**src/rtl/shift_register_univ.sv**
```systemverilog
// Parametrised universal shift register: parallel load, barrel shift/rotate, and
// optional serial streaming with busy/done handshake (enabled by SHREG_STREAM_EN).
module shift_register_univ #(
  parameter int unsigned WIDTH = 8,
  parameter int unsigned AW    = $clog2(WIDTH)
) (
  input  logic             clk,
  input  logic             rst,
  input  logic             cmd_valid,
  output logic             cmd_ready,
  input  logic [2:0]       cmd_op,
  input  logic [AW-1:0]    cmd_amt,
  input  logic [WIDTH-1:0] cmd_data,
  input  logic             ser_in,
  output logic [WIDTH-1:0] q,
  output logic             ser_out,
  output logic             ser_valid,
  output logic             busy,
  output logic             done
);

  typedef enum logic [2:0] {
    OP_HOLD   = 3'b000,
    OP_LOAD   = 3'b001,
    OP_SRL    = 3'b010,
    OP_SLL    = 3'b011,
    OP_SRA    = 3'b100,
    OP_ROR    = 3'b101,
    OP_ROL    = 3'b110,
    OP_STREAM = 3'b111
  } op_e;

  op_e              op;
  logic [WIDTH-1:0] q_q, q_d;
  logic [WIDTH-1:0] op_result;
  logic [31:0]      rot_amt;
  logic [2*WIDTH-1:0] ror_w, rol_w;

  assign op = op_e'(cmd_op);

  // Rotates go through a doubled copy so amount 0 and amounts >= WIDTH need no special case.
  always_comb begin
    rot_amt   = 32'(cmd_amt) % WIDTH;
    ror_w     = {q_q, q_q} >> rot_amt;
    rol_w     = {q_q, q_q} << rot_amt;
    op_result = q_q;
    unique case (op)
      OP_LOAD: op_result = cmd_data;
      OP_SRL:  op_result = q_q >> cmd_amt;
      OP_SLL:  op_result = q_q << cmd_amt;
      OP_SRA:  op_result = $signed(q_q) >>> cmd_amt;
      OP_ROR:  op_result = ror_w[WIDTH-1:0];
      OP_ROL:  op_result = rol_w[2*WIDTH-1:WIDTH];
      default: op_result = q_q;
    endcase
  end

  assign q = q_q;

`ifdef SHREG_STREAM_EN
  typedef enum logic {
    IDLE  = 1'b0,
    SHIFT = 1'b1
  } state_e;

  state_e        state_q, state_d;
  logic [AW-1:0] cnt_q, cnt_d;
  logic          done_q, done_d;

  always_comb begin
    q_d     = q_q;
    state_d = state_q;
    cnt_d   = cnt_q;
    done_d  = 1'b0;
    unique case (state_q)
      IDLE: begin
        if (cmd_valid) begin
          if (op == OP_STREAM) begin
            q_d     = cmd_data;
            cnt_d   = cmd_amt;
            state_d = SHIFT;
          end else begin
            q_d = op_result;
          end
        end
      end
      SHIFT: begin
        q_d   = {q_q[WIDTH-2:0], ser_in};
        cnt_d = cnt_q - AW'(1);
        if (cnt_q == '0) begin
          state_d = IDLE;
          cnt_d   = '0;
          done_d  = 1'b1;
        end
      end
      default: state_d = IDLE;
    endcase
  end

  always_ff @(posedge clk) begin
    if (rst) begin
      q_q     <= '0;
      state_q <= IDLE;
      cnt_q   <= '0;
      done_q  <= 1'b0;
    end else begin
      q_q     <= q_d;
      state_q <= state_d;
      cnt_q   <= cnt_d;
      done_q  <= done_d;
    end
  end

  assign busy      = (state_q == SHIFT);
  assign cmd_ready = !busy;
  assign ser_valid = busy;
  assign ser_out   = busy ? q_q[WIDTH-1] : 1'b0;
  assign done      = done_q;
`else
  logic unused_ser_in;

  assign unused_ser_in = ser_in;

  always_comb begin
    q_d = q_q;
    if (cmd_valid) q_d = op_result;
  end

  always_ff @(posedge clk) begin
    if (rst) q_q <= '0;
    else     q_q <= q_d;
  end

  assign busy      = 1'b0;
  assign cmd_ready = 1'b1;
  assign ser_valid = 1'b0;
  assign ser_out   = 1'b0;
  assign done      = 1'b0;
`endif

endmodule

```
**config.mk**
```make
export PLATFORM = sky130hd
export DESIGN_NAME = shift_register_univ
export DESIGN_NICKNAME = d
export VERILOG_FILES = /design/src/rtl/shift_register_univ.sv
export SDC_FILE = /design/constraint.sdc
export NUM_CORES = 1
export LEC_CHECK = 0
export CAP_MARGIN = 20
export CORE_MARGIN = 2
export CORE_UTILIZATION = 44
export CTS_BUF_LIST = sky130_fd_sc_hd__clkbuf_4
export CTS_CLUSTER_SIZE = 8
export DETAILED_ROUTE_END_ITERATION = 8
export GPL_TIMING_DRIVEN = 0
export PLACE_DENSITY = 0.68
export SYNTH_ARGS = -nofsm -noshare
export SYNTH_HDL_FRONTEND = slang
export SYNTH_SLANG_ARGS = --single-unit
```
**constraint.sdc**
```tcl
create_clock -name clk -period 2.65 [get_ports clk]
set_clock_uncertainty 0.2 [all_clocks]
set_input_delay 0.53 -clock clk [delete_from_list [all_inputs] [get_ports clk]]
set_output_delay 0.53 -clock clk [all_outputs]
set_load 0.005 [all_outputs]
```
## Word level (Yosys, flattened, before mapping)

Cells that the tools add are included.

| storage, ports and cells | value |
|---|---|
| register bits | 8 |
| bits in latches | 0 |
| bits in writable memories | 0 |
| memory bits (read-only) | 0 |
| output and inout bits | 13 |
| logic and storage cells | 15 |
| memories kept | 0 |

| cells by class | value |
|---|---|
| add/sub/neg operators | 0 |
| multipliers | 0 |
| div/mod/pow operators | 0 |
| order comparisons | 0 |
| equal/unequal tests | 6 |
| shift-type cells | 5 |
| multiplexer cells | 1 |
| bitwise gates (word level) | 0 |
| reduce and logical (&&, ||, !) cells | 2 |

Operator list:

| operator | count |
|---|---|
| 8-bit case mux with 6 select lines | 1 |
| 16-bit by 3-bit << shifter with 16-bit output | 1 |
| 16-bit by 3-bit >> shifter with 8-bit output | 1 |
| 3-bit == test, second input constant | 3 |
| 8-bit by 3-bit << shifter with 8-bit output | 1 |
| 8-bit by 3-bit >> shifter with 8-bit output | 1 |
| 8-bit by 3-bit >>> shifter with 8-bit output | 1 |
| 3-bit by 2-bit == test with 1-bit output, second input constant | 2 |
| 6-bit nonzero test | 1 |
| 3-bit by 1-bit == test with 1-bit output, second input constant | 1 |
| 2-bit AND reduction | 1 |

## Depth between registers and ports, before layout

Gate-level depths: netlist of run 1.

| logic depth | value |
|---|---|
| word-level depth | 3 |
| mapped depth | 8 |

## Worst setup path before layout of run 1

No wires, ideal clock.

| path | value |
|---|---|
| path type | input to register |
| start | input cmd_amt[0] |
| end | register q_q[6] (netlist: q[6]) |
| data arrival time | 1.827 ns |
| setup slack | 0.493 ns |
| stages | 7 |
| cell sequence | buf_2 > buf_4 > mux4_2 > nand2_1 > a21oi_1 > a311oi_1 > o22ai_1 |

| on the way | value |
|---|---|
| word-level cells in the longest chain between the ends | 2 |

Ends and longest elaborated chain:

| element | RTL line | RTL |
|---|---|---|
| start, declared | 12 | `input logic [AW-1:0] cmd_amt,` |
| 16-bit by 3-bit << shifter with 16-bit output, or another cell as far along | 45 | `rol_w = {q_q, q_q} << rot_amt;` |
| 8-bit case mux with 6 select lines * | 47 | `unique case (op)` |
| end signal, assigned | 131 | `else q_q <= q_d;` |
| end, declared | 34 | `logic [WIDTH-1:0] q_q, q_d;` |

Mark *: on every way between the ends. The rest lies on a longest branch, timed or not.
A chain may end at the register's enable or synchronous reset.

## Worst setup path in the final report of run 1

| path | value |
|---|---|
| start | input cmd_op[0] |
| end | register q_q[5] (netlist: q[5]) |

| on the way | value |
|---|---|
| word-level cells in the longest chain between the ends | 3 |

Ends and longest elaborated chain:

| element | RTL line | RTL |
|---|---|---|
| start, declared | 11 | `input logic [2:0] cmd_op,` |
| 3-bit == test, or another cell as far along | 47 |  |
| 6-bit nonzero test (no source line) | -- |  |
| 2-bit AND reduction (no source line) | -- |  |

Parallel ways exist; a longest one is shown, timed or not.

==> metrics.cfg, run 1 <==
[run_status]
status = finished clean

[synth]
synthFlopType = dfxtp_1
synth_fa_ha_area_share_pct = 0
yosys-top-cells-area = mux4_2 14%, dfxtp_1 9.8%, a21oi_1 4.3%, mux2i_1 4.3%, o21ai_0 4.3%
synthTopCellsByCount = 15 x nand2_1, 15 x nor2_1, 14 x a21oi_1, 14 x o21ai_0
synth_top_family_by_area = compound AO/OA/AOI/OAI gates
synth_area_sq_um = 1640
synth-warning-count = 0
synth_cell_type_count = 54
synth_top_area_cell = mux4_2
synth_xor_area_share_pct = 0
synth_top_area_share_pct = 13.73
synth_mux_area_share_pct = 20.06
synthArstFlopShare_pct = 0
synth-compound-area-share_pct = 32.88
synth_edf_count = 0
yosysSeqAreaShare_pct = 9.764
ys_seq_elements = 8
synth_cells = 220
avgSynthCellArea_sq_um = 7.456
yosys.area_share.simple_pct = 23.95

[drt]
wl_mm = 5.742
wl_per_cell_um = 19.53
drt-vias-per-instance = 6.486
drc = 0
drt_iter0_markers = 203
firstDrtPassIters = 7
vias = 1907
ant_nets = 0

[clocking]
cts_tree = done
path_clk_slew_ns = 0.06
cts_hold_buffers = 0
cts_buffers = 3
cts_max_path_buffers = 2
clk_latency_ns = 0.26
cts_sinks = 8
clockRootBuffer = clkbuf_4
htreeDepth = 1
cts_resized = 0
postCtsSetupBuffers = 0

[setup_path]
crit_fanout = 10
path_delay_family = buffers and inverters
cp_num_buf_inv = 3
slowest_stage = clkdlybuf4s50_1
cp_slowest_stage_delay_ns = 0.60
cp-start-kind = primary input
end_kind = flop
cp_common_cell = buf_2
worstSetupPathType = in -> reg
cp.arrival_ns = 2.56
cp_cell_sequence = clkdlybuf4s50_1, buf_2, buf_2, nand2_1, a2111oi_1, a211oi_1, a31oi_1
crit_required_ns = 2.63

[sta]
hold_viol = 0
rsz0062_at_grt = false
slew_headroom_pct = 64.22
finalWorstSetupSlack_ns = 0.07791
min_period_ns = 2.572
worstMarginPinSlew_ns = 0.5231
timing.final.crit_share_pct = 97.06
max_freq_ghz = 0.3888
finalSetupViolCount = 0
drv_slew = 0

[die]
fp.dieW_um = 65.06
rows = 22
die_y_um = 65.06
dieArea_sq_um = 4232
start_util_pct = 45.14
ios = 31
core_area_sq_um = 3633

[cells_and_area]
multi_input_area_sq_um = 1281
register_area_sq_um = 160.2
area_delta_synth_final_pct = 18.00
largest_reg_flops = 8
fill_cells = 374
design_area_sq_um = 1936
num_antenna_cells = 0
drive_gt1_share_pct = 16.26
nets = 266

[global_route]
antenna_found_initial = 0
grt.overflow.total = 0
grt_pass1_vias = 1761
grt_pass1_wl_mm = 9.308
grt_usage_pct = 28.73
grt_max_degree = 12

[place]
portBuffers = 20
dpl-instance-area_sq_um = 1912
dp_hpwl_mm = 4.304
place_ws_ns = -0.1648
gp_congestion = 1.046

[min_path]
min_path_type = reg -> reg

[pwr]
power.leakage_nw = 0.6924
irDropWorstVdd_mv = 0.1001
pwr_density_cell_nw_per_um2 = 292.9

[run]
drv_cap = 0

[cell usage in the layout, fill, tap and decap left out, types with 8 or more instances in the layout]
cell type and count:
a21oi_1 14, clkdlybuf4s50_1 20, buf_2 9, nor3_1 9, dfxtp_1 8, nand2_1 15, inv_1 10, mux4_2 10
a211oi_1 8, buf_4 8, o21ai_0 14, nor2_1 15
[report_power, final]
| group | switching, mW | internal [mW] | leakage [nW] |
|---|---|---|---|
| registers | 0.0232 | 0.132 | 0.0661 |
| logic | 0.167 | 0.149 | 0.612 |
| clock network | 0.0442 | 0.0520 | 0.0138 |
[cell families after synthesis]
group | count (synthesis)
simple gates | 74
compound gates | 77
mux | 20
other cells | 2
flops | 8
buf+inv | 39
[routing by layer]
layer / GRT usage (%) / routed length, um / vias up
met3: 5.382 / 569 / 18
met2: 45.10 / 2511 / 139
met5: 0 / 0 / -
met4: 9.375 / 165 / 0
li1: - / - / 890
met1: 39.74 / 2495 / 860
[per-stage QoR]
| step | total power [mW] | hold WS (ns) | util [%] | cells | TNS (ns) |
|---|---|---|---|---|---|
| 2_1_floorplan | 0.3591 | 0.3927 | - | 223 | 0 |
| 3_3_place_gp | 0.4693 | 0.4735 | 52.62 | 291 | -0.4499 |
| 3_5_place_dp | 0.4639 | 0.4787 | 52.62 | 291 | -0.2874 |
| 4_1_cts | 0.5588 | 0.4843 | 53.24 | 294 | 0 |
| 5_1_grt | 0.6038 | 0.5146 | 53.27 | 294 | 0 |
| 6_report | 0.5670 | 0.4825 | 53.27 | 294 | 0 |
[worst paths after layout]
path	startpoint	to	slack (ns)	depth (start not counted)
hold reg to reg	q[3]	q[3]	0.48	2
setup / recovery	cmd_op[0]	q[5]	0.08	7
hold / removal	q[3]	q[3]	0.48	2
setup reg to reg	q[6]	q[6]	0.32	6
[layout make-up]
type | count | area share, %
Multi-Input combinational cell | 176 | 66.19
Timing Repair Buffer | 20 | 10.34
Inverter | 10 | 1.939
Clock buffer | 3 | 1.164
Sequential cell | 8 | 8.274
Tap cell | 48 | 3.103
Buffer | 29 | 8.985
[worst reg2reg max path: stages, from the launching register on]
cell and delay [ns]:
dfxtp_1 0.30, clkbuf_1 0.26, nor2b_1 0.24, a2111oi_0 0.49, o32ai_1 0.17, a311oi_1 0.39, o22ai_1 0.14
No activity file was read; power rests on OpenSTA's default activity.
==> run 2, diff against run 1 <==
--- a/config.mk
+++ b/config.mk
@@ -12,7 +12,7 @@
 export CTS_CLUSTER_SIZE = 8
 export DETAILED_ROUTE_END_ITERATION = 8
 export GPL_TIMING_DRIVEN = 0
-export PLACE_DENSITY = 0.68
+export PLACE_DENSITY = 0.71
 export SYNTH_ARGS = -nofsm -noshare
 export SYNTH_HDL_FRONTEND = slang
 export SYNTH_SLANG_ARGS = --single-unit
==> constraint.sdc (replaced) <==
create_clock -name clk -period 2.3 [get_ports clk]
set_clock_uncertainty 0.2 [all_clocks]
set_input_delay 0.46 -clock clk [delete_from_list [all_inputs] [get_ports clk]]
set_output_delay 0.46 -clock clk [all_outputs]
set_load 0.005 [all_outputs]
==> run 2 against run 1 <==
  * Count of clock-buffer cells in the layout is the same
  * Utilization grew 1.4 points
  * Cell area grew 2.7%
  * Setup slack gained 0.036 ns
  * Critical path depth shrank 1
  * Routed wire length grew 4.5%
  * Sequential power grew 15%
  * Via count grew 2.4%
  * Final cell count is the same
  * Worst hold slack lost 0.033 ns
==> metrics.cfg, run 2 (synthesis results as in run 1) <==
[clocking]
cts_sinks = 8  ; unchanged
cts_max_path_buffers = 2  ; unchanged
clk_latency_ns = 0.26  ; about the same
postCtsSetupBuffers = 0  ; unchanged
htreeDepth = 1  ; unchanged
path_clk_slew_ns = 0.06  ; about the same
cts_buffers = 3  ; unchanged
clockRootBuffer = clkbuf_4
cts_hold_buffers = 0  ; unchanged
cts_tree = done

[sta]
holdWs_ns = 0.4500  ; -0.03255 ns
slew_headroom_pct = 58.38  ; -5.8 points
rsz0062_at_grt = false
max_freq_ghz = 0.4575
hold_viol = 0  ; unchanged
finalWorstSetupSlack_ns = 0.1143  ; +0.03635 ns
fin_setup_tns_ns = 0  ; unchanged
finalSetupViolCount = 0  ; unchanged
worstMarginPinSlew_ns = 0.6206  ; +0.09751 ns
min_period_ns = 2.186
timing.final.crit_share_pct = 95.03
drv_slew = 0  ; unchanged

[global_route]
grt_usage_pct = 29.29  ; +0.55 points
grt_pass1_vias = 1802  ; +2.3%
grt.overflow.total = 0  ; unchanged
grt_max_degree = 12  ; unchanged
antenna_found_initial = 0  ; unchanged
grt_pass1_wl_mm = 9.549  ; +2.6%

[run]
drv_cap = 0  ; unchanged

[cells_and_area]
final_cell_mix = 16 x clkdlybuf4s50_1, 15 x nor2_1, 15 x nand2_1, 14 x a21oi_1, 14 x o21ai_0
num_antenna_cells = 0  ; unchanged
design_area_sq_um = 1988  ; +2.7%
multi_input_area_sq_um = 1314  ; +2.5%
fin_cells = 294  ; unchanged
fill_cells = 362  ; -3.2%
register_area_sq_um = 160.2  ; unchanged
post-route-util_pct = 54.72  ; +1.4 points
final_common_cell = clkdlybuf4s50_1
drive_gt1_share_pct = 19.51  ; +3.3 points
largest_reg_flops = 8  ; unchanged
nets = 266  ; unchanged
area_delta_synth_final_pct = 21.21

[min_path]
min_from = rst
worstHoldPathCells = 2  ; unchanged
min_to = q[5]
min_path_type = in -> reg

[pwr]
power.leakage_nw = 0.7151  ; +3.3%
pwr_density_cell_nw_per_um2 = 338.4  ; +16%
irDropWorstVdd_mv = 0.1047  ; +4.6%
power.total_mw = 0.6728  ; +19%

[place]
place_ws_ns = -0.4557  ; -0.2909 ns
dpl.cell_count = 291  ; unchanged
portBuffers = 20  ; unchanged
gp_congestion = 1.032  ; -1.3%
dpl-instance-area_sq_um = 1912  ; unchanged
dp_hpwl_mm = 4.363  ; +1.4%

[setup_path]
crit_fanout = 10  ; unchanged
cp-start-kind = flop
end_kind = flop
cp.arrival_ns = 2.12  ; -0.44 ns
crit_required_ns = 2.23  ; -0.40 ns
reg2reg_to = q[3]
r2r_slack_ns = 0.11  ; -0.21 ns
reg2reg_depth = 6  ; unchanged
reg2reg_from = q[6]
worstSetupPathType = reg -> reg

[drt]
ant_nets = 0  ; unchanged
firstDrtPassIters = 5  ; -2
drt-vias-per-instance = 6.639  ; +2.4%
wl_per_cell_um = 20.42  ; +4.5%
drc = 0  ; unchanged
wl_mm = 6.003  ; +4.5%
drt_iter0_markers = 208  ; +2.5%
vias = 1952  ; +2.4%

[die]
fp.dieW_um = 65.06  ; unchanged
start_util_pct = 45.14  ; unchanged
core_area_sq_um = 3633  ; unchanged
ios = 31  ; unchanged
rows = 22  ; unchanged
die_y_um = 65.06  ; unchanged
dieArea_sq_um = 4232  ; unchanged

[run_status]
status = finished clean

[run 2: changes by cell type in the layout (fill, tap and decap cells not counted), sizes merged]
cell and change:
clkdlybuf4s50 -4, clkinvlp +1, dlygate4sd2 +3, dlymetal6s2s +1
inv -1
[run 2: layer usage]
| metal | up-vias | wire length (um) | share of wire [%] | global-route usage (%) |
|---|---|---|---|---|
| met5 | - | 0 | 0 | 0 |
| met4 | 0 | 191 | 3.2 | 11.46 |
| met3 | 19 | 602 | 10 | 4.688 |
| met2 | 140 | 2673 | 45 | 46.78 |
| met1 | 905 | 2536 | 42 | 39.51 |
| li1 | 888 | - | - | - |
[run 2: worst max-delay path by stage]
stage                     endpoint  depth (start not counted)  slack [ns]       start
final                         q[3]                          6        0.11        q[6]
after global routing          q[3]                          6       0.005        q[6]
after CTS                     q[7]                          7        0.05   cmd_op[2]
after detailed placement      q[5]                          7       -0.46   cmd_op[0]
after global placement        q[5]                          7       -0.44   cmd_op[0]
after floorplan               q[6]                          7        0.21  cmd_amt[0]
[run 2: cell type report]
cell class	count	share of cell area (%)
Timing Repair Buffer	20	10.01
Tap cell	48	3.021
Sequential cell	8	8.055
Multi-Input combinational cell	176	66.08
Inverter	10	2.077
Buffer	29	9.629
Clock buffer	3	1.133
[run 2: power breakdown]
part | switching, mW | total (mW) | internal [mW] | leakage [nW]
Sequential | 0.0273 | 0.179 | 0.151 | 0.0661
Clock | 0.0560 | 0.116 | 0.0603 | 0.0138
Combinational | 0.202 | 0.378 | 0.176 | 0.635
Total | 0.285 | 0.673 | 0.388 | 0.715
[run 2: worst max-delay path, stage by stage (launching register included)]
cell and delay, ns:
dfxtp_1 0.31, clkbuf_1 0.26, mux4_2 0.56, and2_1 0.19, a211oi_1 0.23, o2111a_1 0.22, o32ai_1 0.08
[run 2: repair_timing]
item / 4_1_cts / 5_1_grt
cloned: 0 / 0
resized for setup: 13 / 8
endpoints found under the setup margin: 7 / 6
pin swaps: 0 / 0
==> run 3, diff against run 2 <==
--- a/config.mk
+++ b/config.mk
@@ -12,7 +12,8 @@
 export CTS_CLUSTER_SIZE = 8
 export DETAILED_ROUTE_END_ITERATION = 8
 export GPL_TIMING_DRIVEN = 0
-export PLACE_DENSITY = 0.71
+export PLACE_DENSITY = 0.72
+export SKIP_CTS_REPAIR_TIMING = 1
 export SYNTH_ARGS = -nofsm -noshare
 export SYNTH_HDL_FRONTEND = slang
 export SYNTH_SLANG_ARGS = --single-unit
==> run 3 against run 2 <==
  * Fmax grew 2.2%
  * Sequential share of layout area hardly changed
  * Global-route usage shrank 0.29 points
  * Final cell count did not move
  * Clock power decreased by 5%
  * Utilization up 0.14 points
  * Non-clock buffer count unchanged
  * Combinational power barely moved
  * Register-to-register slack better by 0.06 ns
  * Routed wire length shrank 2.6%
  * Die area is the same
  * Largest power group unchanged
==> metrics.cfg, run 3 (synthesis results as in run 1) <==
[run_status]
status = finished clean

[global_route]
grt_pass1_vias = 1747  ; -3.1%
antenna_found_initial = 0  ; unchanged
grt.overflow.total = 0  ; unchanged
grt_max_degree = 12  ; unchanged
grt_pass1_wl_mm = 9.218  ; -3.5%
grt_usage_pct = 28.99  ; -0.29 points

[drt]
drt-vias-per-instance = 6.697  ; +0.87%
vias = 1969  ; +0.87%
drc = 0  ; unchanged
wl_per_cell_um = 19.89  ; -2.6%
drt_iter0_markers = 189  ; -9.1%
ant_nets = 0  ; unchanged
firstDrtPassIters = 5  ; unchanged
wl_mm = 5.849  ; -2.6%

[setup_path]
cp.arrival_ns = 2.06  ; -0.06 ns
cp-start-kind = primary input
crit_required_ns = 2.22  ; about the same
crit_fanout = 10  ; unchanged
reg2reg_from = q[6]
end_kind = flop
r2r_slack_ns = 0.17  ; +0.06 ns
worstSetupPathType = in -> reg
crit_path_start = cmd_amt[1]

[place]
dpl.cell_count = 291  ; unchanged
place_ws_ns = -0.4174  ; +0.03834 ns
gp_congestion = 1.005  ; -2.6%
portBuffers = 20  ; unchanged
dp_hpwl_mm = 4.288  ; -1.7%

[clocking]
htreeDepth = 1  ; unchanged
cts_tree = done
cts_buffers = 3  ; unchanged
path_clk_slew_ns = 0.05  ; about the same
clk_latency_ns = 0.25  ; about the same
clockRootBuffer = clkbuf_4
cts_sinks = 8  ; unchanged
cts_max_path_buffers = 2  ; unchanged

[sta]
finalWorstSetupSlack_ns = 0.1613  ; +0.04704 ns
worstMarginPinSlew_ns = 0.5663  ; -0.05433 ns
rsz0062_at_grt = false
timing.final.crit_share_pct = 92.99  ; -2.0 points
drv_slew = 0  ; unchanged
hold_viol = 0  ; unchanged
slew_headroom_pct = 62.02  ; +3.6 points
min_period_ns = 2.139  ; -0.04704 ns
max_freq_ghz = 0.4676  ; +2.2%
finalSetupViolCount = 0  ; unchanged

[die]
core_area_sq_um = 3633  ; unchanged
die_y_um = 65.06  ; unchanged
fp.dieW_um = 65.06  ; unchanged
start_util_pct = 45.14  ; unchanged
rows = 22  ; unchanged
ios = 31  ; unchanged
dieArea_sq_um = 4232  ; unchanged

[cells_and_area]
drive_gt1_share_pct = 19.11  ; -0.41 points
area_delta_synth_final_pct = 21.51
final_common_cell = clkdlybuf4s50_1
final_cell_mix = 16 x clkdlybuf4s50_1, 15 x nor2_1, 15 x nand2_1, 14 x a21oi_1, 14 x o21ai_0
largest_reg_flops = 8  ; unchanged
nets = 266  ; unchanged
fin_cells = 294  ; unchanged
num_antenna_cells = 0  ; unchanged
post-route-util_pct = 54.86  ; +0.14 points

[run]
drv_cap = 0  ; unchanged

[pwr]
power.total_mw = 0.6653  ; -1.1%
power.leakage_nw = 0.7451  ; +4.2%
irDropWorstVdd_mv = 0.1306  ; +25%
pwr_density_cell_nw_per_um2 = 333.8  ; -1.4%

[min_path]
min_from = rst
min_path_type = in -> reg

==> run 3: cell types whose count changed in the layout (fill, tap and decap cells not counted), moves of 2 or more <==
cell / change
clkbuf_4: +2
buf_4: -2
dlygate4sd2_1: -3
dlymetal6s2s_1: +3
==> run 3: cell type report <==
type,instances,area [sq um]
Fill cell,379,1640
Multi-Input combinational cell,176,1311
Timing Repair Buffer,20,210.2
Buffer,29,191.4
Sequential cell,8,160.2
Tap cell,48,60.06
Inverter,10,37.54
Clock buffer,3,22.52
==> run 3: critical path, cell delays in order <==
cell and delay (ns):
buf_4 0.15, buf_6 0.15, buf_4 0.18, a211oi_1 0.51, a211oi_1 0.13, o31ai_1 0.35, a31oi_1 0.12
==> run 3: worst paths after layout <==
check	end	cells past startpoint
setup / recovery	q[1]	7
hold / removal	q[1]	2
setup reg to reg	q[3]	6
hold reg to reg	q[3]	2
==> run 3: layer usage <==
layer	GRT usage [%]	share of wire, %	vias up
li1	-	-	886
met1	39.94	40	899
met2	44.97	44	161
met3	5.035	12	23
met4	11.46	3.2	0
met5	0	0	-
==> run 3: per-stage QoR <==
step	TNS, ns	hold slack [ns]	area [sq um]
6_report	0	0.4453	1993
5_1_grt	0	0.4415	1993
4_1_cts	-0.4281	0.4322	1934
3_5_place_dp	-2.422	0.4738	1912
3_3_place_gp	-2.683	0.4738	1912
2_1_floorplan	0	0.3927	1652
==> run 3: where the power goes <==
| group | switching, mW | internal, mW |
|---|---|---|
| registers | 0.0266 | 0.152 |
| logic | 0.200 | 0.177 |
| clock network | 0.0498 | 0.0599 |
